`config.mk`:
```
export PLATFORM = sky130hd
export DESIGN_NAME = video_timing_controller
export DESIGN_NICKNAME = d
export VERILOG_FILES = /design/src/rtl/video_timing_controller_pkg.sv /design/src/rtl/video_axis_counter.sv /design/src/rtl/video_timing_controller.sv
export SDC_FILE = /design/constraint.sdc
export NUM_CORES = 1
export LEC_CHECK = 0
export CAP_MARGIN = 20
export CORE_ASPECT_RATIO = 2
export CORE_UTILIZATION = 37
export CTS_BUF_LIST = sky130_fd_sc_hd__clkbuf_16
export DETAILED_ROUTE_END_ITERATION = 8
export PLACE_DENSITY_LB_ADDON = 0.05
export SETUP_SLACK_MARGIN = 0.05
export SLEW_MARGIN = 10
export SYNTH_ARGS = -nofsm -noshare
export SYNTH_HDL_FRONTEND = slang
export SYNTH_SLANG_ARGS = --single-unit
```
`constraint.sdc`:
```
create_clock -name pixel_clock -period 4.15 [get_ports pixel_clock]
set_input_delay 0.415 -clock pixel_clock [delete_from_list [all_inputs] [get_ports pixel_clock]]
set_output_delay 0.415 -clock pixel_clock [all_outputs]
set_load 0.005 [all_outputs]
```
`src/rtl/video_timing_controller_pkg.sv`:
```
// Shared definitions for the raster timing generator.
//   video_coord_w : width of every position / coordinate bus
//   coord_t       : unsigned coordinate type of that width
package video_timing_controller_pkg;

   localparam int video_coord_w = 14;

   typedef logic [video_coord_w-1:0] coord_t;

endpackage

```
`src/rtl/video_axis_counter.sv`:
```
// One raster axis: a wrapping position counter plus its window decodes.
// The decodes describe the value the counter will hold after the coming
// edge, so a register fed by them lines up with the counter itself.
//   clk          : pixel clock
//   rst          : asynchronous active-high reset (position -> 0)
//   i_en         : advance the counter this edge
//   i_clr        : synchronous clear, wins over i_en and wrap
//   o_pos        : current position (registered)
//   o_in_sync    : next position lies inside the sync interval
//   o_in_visible : next position lies inside the visible window
//   o_offset     : next position minus the visible window start
module video_axis_counter
   import video_timing_controller_pkg::*;
#(
   parameter int unsigned AXIS_LENGTH = 800,
   parameter int unsigned SYNC_LEN    = 96,
   parameter int unsigned VIS_START   = 144,
   parameter int unsigned VISIBLE     = 640
) (
   input  logic                     clk,
   input  logic                     rst,
   input  logic                     i_en,
   input  logic                     i_clr,
   output logic [video_coord_w-1:0] o_pos,
   output logic                     o_in_sync,
   output logic                     o_in_visible,
   output logic [video_coord_w-1:0] o_offset
);

   localparam coord_t LAST = coord_t'(AXIS_LENGTH - 1);
   localparam coord_t START_C = coord_t'(VIS_START);
   // One extra bit: window edges may equal 16384 at the upper limit.
   localparam logic [video_coord_w:0] SYNC_END = (video_coord_w+1)'(SYNC_LEN);
   localparam logic [video_coord_w:0] VIS_BEG = (video_coord_w+1)'(VIS_START);
   localparam logic [video_coord_w:0] VIS_END = (video_coord_w+1)'(VIS_START + VISIBLE);

   coord_t                  r_pos;
   coord_t                  w_next;
   logic [video_coord_w:0]  w_next_ext;

   always_comb begin
      w_next = r_pos;
      if (i_clr)
         w_next = '0;
      else if (i_en)
         w_next = (r_pos == LAST) ? '0 : r_pos + 1'b1;
   end

   always_ff @(posedge clk or posedge rst) begin
      if (rst)
         r_pos <= '0;
      else
         r_pos <= w_next;
   end

   assign w_next_ext   = {1'b0, w_next};
   assign o_pos        = r_pos;
   assign o_in_sync    = (w_next_ext < SYNC_END);
   assign o_in_visible = (w_next_ext >= VIS_BEG) && (w_next_ext < VIS_END);
   assign o_offset     = w_next - START_C;

endmodule

```
`src/rtl/video_timing_controller.sv`:
```
// Raster timing generator: free-running horizontal/vertical counters on the
// pixel clock, decoded into syncs, data enable, line start and visible
// pixel coordinates. Every output is a register that describes the counter
// values shown on timing_h_pos/timing_v_pos in the same cycle.
//   pixel_clock      : sole clock
//   reset            : asynchronous active-high reset
//   ext_sync         : synchronous, level-sensitive frame restart to (0,0)
//   timing_h_pos/v   : raw counters
//   pixel_x/pixel_y  : visible coordinates, 0 outside the window
//   video_hsync/vsync: syncs at parameter polarity
//   video_den        : inside the visible window
//   video_line_start : first den clock of each visible line
module video_timing_controller
   import video_timing_controller_pkg::*;
#(
   parameter int unsigned video_hlength   = 800,
   parameter int unsigned video_vlength   = 525,
   parameter int unsigned video_hsync_pol = 0,
   parameter int unsigned video_hsync_len = 96,
   parameter int unsigned video_hbp_len   = 48,
   parameter int unsigned video_h_visible = 640,
   parameter int unsigned video_vsync_pol = 0,
   parameter int unsigned video_vsync_len = 2,
   parameter int unsigned video_vbp_len   = 33,
   parameter int unsigned video_v_visible = 480
) (
   input  logic                     pixel_clock,
   input  logic                     reset,
   input  logic                     ext_sync,
   output logic [video_coord_w-1:0] timing_h_pos,
   output logic [video_coord_w-1:0] timing_v_pos,
   output logic [video_coord_w-1:0] pixel_x,
   output logic [video_coord_w-1:0] pixel_y,
   output logic                     video_hsync,
   output logic                     video_vsync,
   output logic                     video_den,
   output logic                     video_line_start
);

   localparam int unsigned HS = video_hsync_len + video_hbp_len;
   localparam int unsigned VS = video_vsync_len + video_vbp_len;
   localparam coord_t H_LAST = coord_t'(video_hlength - 1);
   localparam logic HSYNC_ACT = (video_hsync_pol != 0);
   localparam logic VSYNC_ACT = (video_vsync_pol != 0);

   coord_t w_h_pos;
   coord_t w_v_pos;
   coord_t w_h_off;
   coord_t w_v_off;
   logic   w_h_in_sync;
   logic   w_v_in_sync;
   logic   w_h_in_vis;
   logic   w_v_in_vis;
   logic   w_h_wrap;
   logic   w_den;

   coord_t r_pixel_x;
   coord_t r_pixel_y;
   logic   r_hsync;
   logic   r_vsync;
   logic   r_den;
   logic   r_line_start;

   assign w_h_wrap = (w_h_pos == H_LAST);

   video_axis_counter #(
      .AXIS_LENGTH (video_hlength),
      .SYNC_LEN    (video_hsync_len),
      .VIS_START   (HS),
      .VISIBLE     (video_h_visible)
   ) u_h_axis (
      .clk          (pixel_clock),
      .rst          (reset),
      .i_en         (1'b1),
      .i_clr        (ext_sync),
      .o_pos        (w_h_pos),
      .o_in_sync    (w_h_in_sync),
      .o_in_visible (w_h_in_vis),
      .o_offset     (w_h_off)
   );

   video_axis_counter #(
      .AXIS_LENGTH (video_vlength),
      .SYNC_LEN    (video_vsync_len),
      .VIS_START   (VS),
      .VISIBLE     (video_v_visible)
   ) u_v_axis (
      .clk          (pixel_clock),
      .rst          (reset),
      .i_en         (w_h_wrap),
      .i_clr        (ext_sync),
      .o_pos        (w_v_pos),
      .o_in_sync    (w_v_in_sync),
      .o_in_visible (w_v_in_vis),
      .o_offset     (w_v_off)
   );

   assign w_den = w_h_in_vis && w_v_in_vis;

   always_ff @(posedge pixel_clock or posedge reset) begin
      if (reset) begin
         r_pixel_x    <= '0;
         r_pixel_y    <= '0;
         r_hsync      <= HSYNC_ACT;
         r_vsync      <= VSYNC_ACT;
         r_den        <= 1'b0;
         r_line_start <= 1'b0;
      end else begin
         r_pixel_x    <= w_den ? w_h_off : '0;
         r_pixel_y    <= w_den ? w_v_off : '0;
         r_hsync      <= w_h_in_sync ? HSYNC_ACT : ~HSYNC_ACT;
         r_vsync      <= w_v_in_sync ? VSYNC_ACT : ~VSYNC_ACT;
         r_den        <= w_den;
         // Offset 0 inside the horizontal window is exactly h_pos == HS.
         r_line_start <= w_v_in_vis && w_h_in_vis && (w_h_off == '0);
      end
   end

   assign timing_h_pos     = w_h_pos;
   assign timing_v_pos     = w_v_pos;
   assign pixel_x          = r_pixel_x;
   assign pixel_y          = r_pixel_y;
   assign video_hsync      = r_hsync;
   assign video_vsync      = r_vsync;
   assign video_den        = r_den;
   assign video_line_start = r_line_start;

endmodule

```
==> impl_metrics.prom, run 1 <==
# TYPE chip_impl_metric gauge
chip_impl_metric{name="placement.setup.worst_slack",unit="ps"} 172
chip_impl_metric{name="post_drt_via_cell_ratio",unit=""} 5.53
chip_impl_metric{name="setup_viol",unit=""} 0
chip_impl_metric{name="cp.required",unit="ps"} 4390
chip_impl_metric{name="slew_viol_final",unit=""} 0
chip_impl_metric{name="grt_pass1_vias",unit=""} 2839
chip_impl_info{name="final_cell_mix",value="sky130_fd_sc_hd__clkdlybuf4s50_1 (62), sky130_fd_sc_hd__dfrtp_1 (60), sky130_fd_sc_hd__nor2_1 (29), sky130_fd_sc_hd__nand3_1 (19), sky130_fd_sc_hd__xnor2_1 (19)"} 1
chip_impl_metric{name="cts_num_sinks",unit=""} 60
chip_impl_metric{name="ff_latch_area",unit="um2"} 1500
chip_impl_metric{name="cts_htree_levels",unit=""} 3
chip_impl_info{name="end_kind",value="flip-flop"} 1
chip_impl_metric{name="postCtsSetupBuffers",unit=""} 0
chip_impl_metric{name="total_grt_overflow",unit=""} 0
chip_impl_metric{name="die-width",unit="um"} 69.0
chip_impl_metric{name="floorplan.initialDensity",unit="%"} 38.4
chip_impl_metric{name="gr-usage-all-layers",unit="%"} 22.9
chip_impl_info{name="clockRootBuffer",value="sky130_fd_sc_hd__clkbuf_16"} 1
chip_impl_metric{name="detail-route-antenna-nets",unit=""} 0
chip_impl_info{name="critical_path_type",value="flip-flop to flip-flop"} 1
chip_impl_metric{name="multi_input_comb_area",unit="um2"} 1670
chip_impl_metric{name="layout_setup_ws",unit="ps"} 385
chip_impl_metric{name="tightest_slew",unit="ps"} 971
chip_impl_metric{name="nFillCells",unit=""} 840
chip_impl_metric{name="cts_made_buffers",unit=""} 9
chip_impl_metric{name="final_hold_viol_count",unit=""} 0
chip_impl_metric{name="syn-instance-count",unit=""} 333
chip_impl_metric{name="grt_start_max_net_pins",unit=""} 34
chip_impl_metric{name="syn_avg_cell_area",unit="um2"} 9.97
chip_impl_metric{name="drt_iter0_markers",unit=""} 203
chip_impl_metric{name="slew-limit-headroom",unit="%"} 35.3
chip_impl_metric{name="area_growth_syn_to_layout",unit="%"} 28.5
chip_impl_metric{name="post_route_cells_drive_above_1_share",unit="%"} 13.2
chip_impl_metric{name="ir_worst_vdd",unit="mV"} 0.215
chip_impl_metric{name="wire_length_of_the_first_global_routing_pass",unit="um"} 15100
chip_impl_metric{name="ys_async_sr_fraction",unit="%"} 100
chip_impl_metric{name="timing.hold.ws",unit="ps"} 528
chip_impl_info{name="mostFrequentLayoutCell",value="sky130_fd_sc_hd__clkdlybuf4s50_1"} 1
chip_impl_info{name="status",value="completed"} 1
chip_impl_metric{name="setup-tns-final",unit="ps"} 0
chip_impl_metric{name="final_net_count",unit=""} 408
chip_impl_metric{name="final_cell_count_no_fill",unit=""} 503
chip_impl_metric{name="synth_edf_count",unit=""} 0
chip_impl_metric{name="num_antenna_cells",unit=""} 0
chip_impl_metric{name="numPortBuffers",unit=""} 62
chip_impl_metric{name="number_of_antenna_violations_at_the_first_check_in_global_routing",unit=""} 0
chip_impl_metric{name="finalWeightedCongestion",unit=""} 0.907
chip_impl_info{name="timing.critical_path.from",value="u_h_axis.o_pos[0]"} 1
chip_impl_metric{name="syn_area",unit="um2"} 3320
chip_impl_info{name="worst_setup_path_start_kind",value="flip-flop"} 1
chip_impl_metric{name="yosys_warnings",unit=""} 0
chip_impl_metric{name="height_of_the_chip",unit="um"} 136
chip_impl_metric{name="critPathArrivalTime",unit="ps"} 4000
chip_impl_metric{name="synth.yosys.seq_area_share",unit="%"} 45.2
chip_impl_info{name="hold_class",value="primary input to async pin"} 1
chip_impl_metric{name="routed-via-count",unit=""} 2784
chip_impl_metric{name="timing.final.crit_share",unit="%"} 90.7
chip_impl_info{name="crit_path_top_delay_cell",value="sky130_fd_sc_hd__a211o_2"} 1
chip_impl_metric{name="ioPinCount",unit=""} 63
chip_impl_metric{name="full_die_area",unit="um2"} 9380
chip_impl_metric{name="detail_route.first_pass.iterations",unit=""} 4
chip_impl_metric{name="detailed_place_hpwl",unit="um"} 7170
chip_impl_metric{name="p_leak",unit="nW"} 1.83
chip_impl_metric{name="fin_total_pwr",unit="mW"} 1.29
chip_impl_metric{name="ys_ff_latch",unit=""} 60
chip_impl_metric{name="row_count",unit=""} 48
chip_impl_metric{name="drcViolationCount",unit=""} 0
chip_impl_metric{name="yosysUniqueCellTypes",unit=""} 60
chip_impl_metric{name="delay_of_the_slowest_cell_on_the_worst_path",unit="ps"} 680
chip_impl_metric{name="power-per-cell-area",unit="nW/um2"} 303
chip_impl_info{name="crit_chain",value="ha_1 > and4_4 > and4_1 > nor2_1 > nand2_1 > o21ai_1 > ha_1 > o21ai_1 > a21o_1 > a211o_2 > nor3_1"} 1
chip_impl_metric{name="drv_cap",unit=""} 0
chip_impl_metric{name="routed_wire_length_per_instance",unit="um"} 18.9
chip_impl_metric{name="worst-path-max-fanout",unit=""} 28
chip_impl_metric{name="detail_route.wirelength",unit="um"} 9490
chip_impl_metric{name="coreArea",unit="um2"} 8650
chip_impl_metric{name="final.setup_skew",unit="ps"} 6.88
chip_impl_metric{name="cts-root-to-sink-buffers",unit=""} 2
chip_impl_info{name="cts_tree",value="yes"} 1
chip_impl_metric{name="dp_cells",unit=""} 488
chip_impl_info{name="critical_path.reg2reg.startpoint",value="u_h_axis.o_pos[0]"} 1
chip_impl_metric{name="clkTransAtPathRegs",unit="ps"} 50
chip_impl_metric{name="min_period",unit="ps"} 3770
chip_impl_metric{name="fmax",unit="GHz"} 0.266
chip_impl_info{name="synth-main-ff-cell",value="sky130_fd_sc_hd__dfrtp_1"} 1
chip_impl_info{name="grt_setup_unrepaired",value="no"} 1
chip_impl_metric{name="worstSkewPairLatency",unit="ps"} 330
## layout make-up
type,count,share of cell area [%]
multi-input cells,243,39.0
repair buffers,67,15.4
inverters,18,1.58
clock inverters,6,0.586
clock buffers,9,5.28
flip-flops and latches,60,35.2
well taps,100,2.93
## worst paths after layout
check,end,slack [ps],cells past startpoint
max,video_line_start,380,11
min,pixel_y[0],530,2
max reg2reg,video_line_start,380,11
min reg2reg,u_h_axis.o_pos[0],570,1
max in group asynchronous,pixel_x[8],2760,3
min in group pixel_clock,u_h_axis.o_pos[0],570,1
## synth_stat cells, types with 4 or more instances
| cell type | number | area (um2) |
|---|---|---|
| sky130_fd_sc_hd__nor4_1 | 5 | 31.3 |
| sky130_fd_sc_hd__o21ai_1 | 5 | 25.0 |
| sky130_fd_sc_hd__a21oi_1 | 5 | 25.0 |
| sky130_fd_sc_hd__ha_1 | 6 | 75.1 |
| sky130_fd_sc_hd__nor3_1 | 14 | 70.1 |
| sky130_fd_sc_hd__nor2_4 | 13 | 146 |
| sky130_fd_sc_hd__nand2_1 | 18 | 67.6 |
| sky130_fd_sc_hd__or3_1 | 4 | 25.0 |
| sky130_fd_sc_hd__and2_1 | 8 | 50.1 |
| sky130_fd_sc_hd__dfrtp_1 | 60 | 1500 |
| sky130_fd_sc_hd__nand4_1 | 12 | 75.1 |
| sky130_fd_sc_hd__inv_1 | 15 | 56.3 |
| sky130_fd_sc_hd__nor2_1 | 29 | 109 |
| sky130_fd_sc_hd__nand3_1 | 19 | 95.1 |
| sky130_fd_sc_hd__nor2b_1 | 7 | 43.8 |
| sky130_fd_sc_hd__o21ai_0 | 9 | 45.0 |
| sky130_fd_sc_hd__xor2_1 | 10 | 87.6 |
| sky130_fd_sc_hd__nor2_2 | 7 | 43.8 |
| sky130_fd_sc_hd__clkbuf_1 | 6 | 22.5 |
| sky130_fd_sc_hd__xnor2_1 | 19 | 166 |
## power by group
part / switching, mW / internal (mW) / total (mW) / leakage [nW]
combinational: 0.0396 / 0.0230 / 0.0626 / 0.864
clock: 0.244 / 0.388 / 0.633 / 0.133
sequential: 0.00644 / 0.591 / 0.598 / 0.830
## routing by layer
layer / vias to the layer above / share of wire, % / track usage [%]
met1: 1334 / 34 / 23.2
li1: 1299 / - / -
met5: - / 0 / 0
met4: 0 / 7.0 / 17.5
met3: 41 / 4.5 / 4.19
met2: 110 / 55 / 39.1
## metrics by stage
stage | area [um2] | utilization (%)
after global placement | 4020 | 46.5
final | 4270 | 49.3
after global routing | 4270 | 49.3
after detailed placement | 4020 | 46.5
after floorplan | 3320 | -
after CTS | 4270 | 49.3
## critical path, delay by kind of cell (launching register included)
family | cells | cell delay (ps)
adders and majority gates | 2 | 630
DFF | 1 | 440
and+or+nand+nor | 5 | 1260
AOI/OAI and AO/OA | 4 | 1320
## state kept, by name, summed over array words and instances (netlist names)
signal / count
u_v_axis.o_pos: 14
pixel_x: 14
video_vsync: 1
pixel_y: 14
video_hsync: 1
video_line_start: 1
u_h_axis.o_pos: 14
video_den: 1
## cell families (layout without fill, tap and decap cells)
logic type / count (synthesis) / in the layout / synth area share [%]
buffers and inverters: 31 / 100 / 4.78
flip-flops: 60 / 60 / 45.2
other: 1 / 2 / 0.113
AO/OA/AOI/OAI: 43 / 43 / 9.23
XOR/XNOR: 29 / 29 / 7.65
multiplexers: 1 / 1 / 0.339
AND/OR/NAND/NOR: 162 / 162 / 30.4
adder cells (fa/ha/maj): 6 / 6 / 2.26
## what timing repair did
| item | in CTS | in global routing |
|---|---|---|
| gates resized for setup | 0 | 1 |
| hold buffers | 0 | 0 |
| endpoints found under the setup margin | 0 | 15 |
No activity file was read; power rests on OpenSTA's default activity.
==> run 2, diff against run 1 <==
- RECOVER_POWER: default -> 25
- clock period: 4.15 -> 3.3 ns (I/O delays scaled with it)
==> run 2 against run 1 <==
  * The run now ends with capacitance limit left
  * Wire length up 4.4%
  * First-iteration DRC count down 51%
  * Sequential power up 25%
  * Critical path type unchanged
  * Largest power group unchanged
==> impl_metrics.prom, run 2 (synthesis results as in run 1) <==
# TYPE chip_impl_metric gauge
chip_impl_metric{name="worstSkewPairLatency",unit="ps"} 330
chip_impl_info{name="start_point_of_the_worst_hold_path",value="u_h_axis.o_pos[0]"} 1
chip_impl_metric{name="wire_length_of_the_first_global_routing_pass",unit="um"} 15500
chip_impl_metric{name="reg2reg_setup_slack",unit="ps"} 290
chip_impl_metric{name="internal_power",unit="mW"} 1.35
chip_impl_metric{name="post_route_cells_drive_above_1_share",unit="%"} 20.4
chip_impl_metric{name="ir_worst_vdd",unit="mV"} 0.282
chip_impl_metric{name="min_period",unit="ps"} 3010
chip_impl_metric{name="detail_route.wirelength",unit="um"} 9910
chip_impl_metric{name="postCtsSetupBuffers",unit=""} 0
chip_impl_metric{name="critPathArrivalTime",unit="ps"} 3270
chip_impl_metric{name="ioPinCount",unit=""} 63
chip_impl_metric{name="tightest_slew",unit="ps"} 1490
chip_impl_info{name="end_kind",value="flip-flop"} 1
chip_impl_metric{name="power-per-cell-area",unit="nW/um2"} 377
chip_impl_metric{name="setup-tns-final",unit="ps"} 0
chip_impl_info{name="timing.rr.end",value="pixel_y[8]"} 1
chip_impl_metric{name="slew_viol_final",unit=""} 0
chip_impl_metric{name="clkTransAtPathRegs",unit="ps"} 50
chip_impl_metric{name="power.clock.fraction",unit="%"} 51.7
chip_impl_metric{name="switching_share",unit="%"} 21.8
chip_impl_metric{name="cts_htree_levels",unit=""} 3
chip_impl_metric{name="number_of_antenna_violations_at_the_first_check_in_global_routing",unit=""} 0
chip_impl_info{name="status",value="finished with violations"} 1
chip_impl_info{name="worst_setup_path_start_kind",value="flip-flop"} 1
chip_impl_info{name="min_delay_worst_endpoint",value="u_h_axis.o_pos[0]"} 1
chip_impl_metric{name="nFillCells",unit=""} 836
chip_impl_metric{name="coreArea",unit="um2"} 8650
chip_impl_metric{name="numPortBuffers",unit=""} 62
chip_impl_metric{name="cp.required",unit="ps"} 3560
chip_impl_metric{name="final.setup_skew",unit="ps"} 4.86
chip_impl_metric{name="total_grt_overflow",unit=""} 0
chip_impl_info{name="failing_checks",value="capacitance limit"} 1
chip_impl_metric{name="num_antenna_cells",unit=""} 0
chip_impl_metric{name="gr-usage-all-layers",unit="%"} 23.7
chip_impl_metric{name="combinationalPowerShare",unit="%"} 4.9
chip_impl_metric{name="timing.final.crit_share",unit="%"} 91.2
chip_impl_metric{name="height_of_the_chip",unit="um"} 136
chip_impl_metric{name="routed-via-count",unit=""} 2813
chip_impl_metric{name="floorplan.initialDensity",unit="%"} 38.4
chip_impl_metric{name="finalWeightedCongestion",unit=""} 0.863
chip_impl_metric{name="p_leak",unit="nW"} 2.02
chip_impl_metric{name="placement.setup.worst_slack",unit="ps"} 72.2
chip_impl_metric{name="area_growth_syn_to_layout",unit="%"} 38.1
chip_impl_metric{name="final_hold_viol_count",unit=""} 0
chip_impl_info{name="clockRootBuffer",value="sky130_fd_sc_hd__clkbuf_16"} 1
chip_impl_metric{name="setup_viol",unit=""} 0
chip_impl_metric{name="worst-path-max-fanout",unit=""} 14
chip_impl_metric{name="grt_start_max_net_pins",unit=""} 61
chip_impl_info{name="critical_path_type",value="flip-flop to flip-flop"} 1
chip_impl_metric{name="cts-root-to-sink-buffers",unit=""} 2
chip_impl_info{name="mostFrequentLayoutCell",value="sky130_fd_sc_hd__clkdlybuf4s50_1"} 1
chip_impl_info{name="final_cell_mix",value="sky130_fd_sc_hd__clkdlybuf4s50_1 (61), sky130_fd_sc_hd__dfrtp_1 (60), sky130_fd_sc_hd__buf_4 (35), sky130_fd_sc_hd__nor2_1 (29)"} 1
chip_impl_metric{name="holdPathStages",unit=""} 2
chip_impl_metric{name="detail-route-antenna-nets",unit=""} 0
chip_impl_metric{name="slew-limit-headroom",unit="%"} 0.573
chip_impl_metric{name="ff_latch_area",unit="um2"} 1500
chip_impl_metric{name="die-width",unit="um"} 69.0
chip_impl_metric{name="full_die_area",unit="um2"} 9380
chip_impl_metric{name="cts_num_sinks",unit=""} 60
chip_impl_info{name="critical_path.reg2reg.startpoint",value="u_v_axis.o_pos[1]"} 1
chip_impl_metric{name="detail_route.first_pass.iterations",unit=""} 4
chip_impl_metric{name="grt_pass1_vias",unit=""} 2933
chip_impl_metric{name="seq_power_share",unit="%"} 43.3
chip_impl_metric{name="worst_r2r_path_depth",unit=""} 10
chip_impl_metric{name="fmax",unit="GHz"} 0.332
chip_impl_metric{name="detailed_place_hpwl",unit="um"} 7710
chip_impl_metric{name="post_drt_via_cell_ratio",unit=""} 5.24
chip_impl_metric{name="routed_wire_length_per_instance",unit="um"} 18.4
chip_impl_metric{name="drv_cap",unit=""} 1
chip_impl_metric{name="drt_iter0_markers",unit=""} 100
chip_impl_metric{name="cts_made_buffers",unit=""} 9
chip_impl_metric{name="final_net_count",unit=""} 441
chip_impl_metric{name="drcViolationCount",unit=""} 0
chip_impl_metric{name="row_count",unit=""} 48
chip_impl_info{name="grt_setup_unrepaired",value="no"} 1
chip_impl_info{name="cts_tree",value="yes"} 1
chip_impl_info{name="hold_class",value="flip-flop to flip-flop"} 1
chip_impl_metric{name="multi_input_comb_area",unit="um2"} 1680
chip_impl_metric{name="layout_setup_ws",unit="ps"} 289
chip_impl_metric{name="p_sw",unit="uW"} 377
## run 2: final cells by class
cell class / instances / share of cell area (%)
multi-input cells: 243 / 36.6
flip-flops and latches: 60 / 32.7
repair buffers: 100 / 20.2
clock buffers: 9 / 4.91
well taps: 100 / 2.73
inverters: 18 / 1.47
clock inverters: 7 / 1.31
## run 2: worst max-delay path: stages (launching register included)
cell	delay [ps]
sky130_fd_sc_hd__dfrtp_1	400
sky130_fd_sc_hd__ha_1	270
sky130_fd_sc_hd__nand4_1	250
sky130_fd_sc_hd__nor2_1	280
sky130_fd_sc_hd__a31oi_1	120
sky130_fd_sc_hd__o21ai_1	130
sky130_fd_sc_hd__o31ai_1	140
sky130_fd_sc_hd__or4b_1	600
sky130_fd_sc_hd__a211o_4	450
sky130_fd_sc_hd__buf_12	190
sky130_fd_sc_hd__nor2_2	100
## run 2: what timing repair did
item,CTS,global route
resized for setup,1,1
endpoints found under the setup margin,1,14
hold buffers,0,0
## run 2: per-layer routing
metal,GRT usage [%],routed length [um],vias to the layer above
li1,-,-,1372
met1,22.1,3300,1345
met2,43.9,5750,71
met3,4.61,306,25
met4,14.4,544,0
met5,0,0,-
## run 2: worst max path at each step
stage                             to  cells past startpoint          startpoint  slack [ps]
floorplan                 pixel_x[7]                     14   u_h_axis.o_pos[0]         160
global placement          pixel_y[5]                      8            ext_sync          40
detailed placement        pixel_y[8]                      8  u_v_axis.o_pos[11]          70
CTS                       pixel_y[8]                      8  u_v_axis.o_pos[11]         160
global route        video_line_start                     12   u_h_axis.o_pos[0]          60
finish                    pixel_y[8]                     10   u_v_axis.o_pos[1]         290
## run 2: power groups by stage
stage | registers, mW | clock network, mW | logic, mW
final | 0.749 | 0.894 | 0.0849
after global routing | 0.749 | 0.943 | 0.0960
after CTS | 0.749 | 0.916 | 0.0882
after detailed placement | 0.761 | 0 | 0.0877
after global placement | 0.761 | 0 | 0.0883
after floorplan | 0.762 | 0 | 0.0439
## run 2: through the flow
step / util, % / hold WS, ps / std cells / power (mW) / area [um2]
after CTS: 53.0 / 572 / 537 / 1.75 / 4580
after global routing: 53.0 / 616 / 537 / 1.79 / 4590
final: 53.0 / 588 / 537 / 1.73 / 4590
after global placement: 49.6 / 555 / 521 / 0.849 / 4290
after floorplan: - / 525 / 334 / 0.805 / 3320
after detailed placement: 49.6 / 577 / 521 / 0.849 / 4290
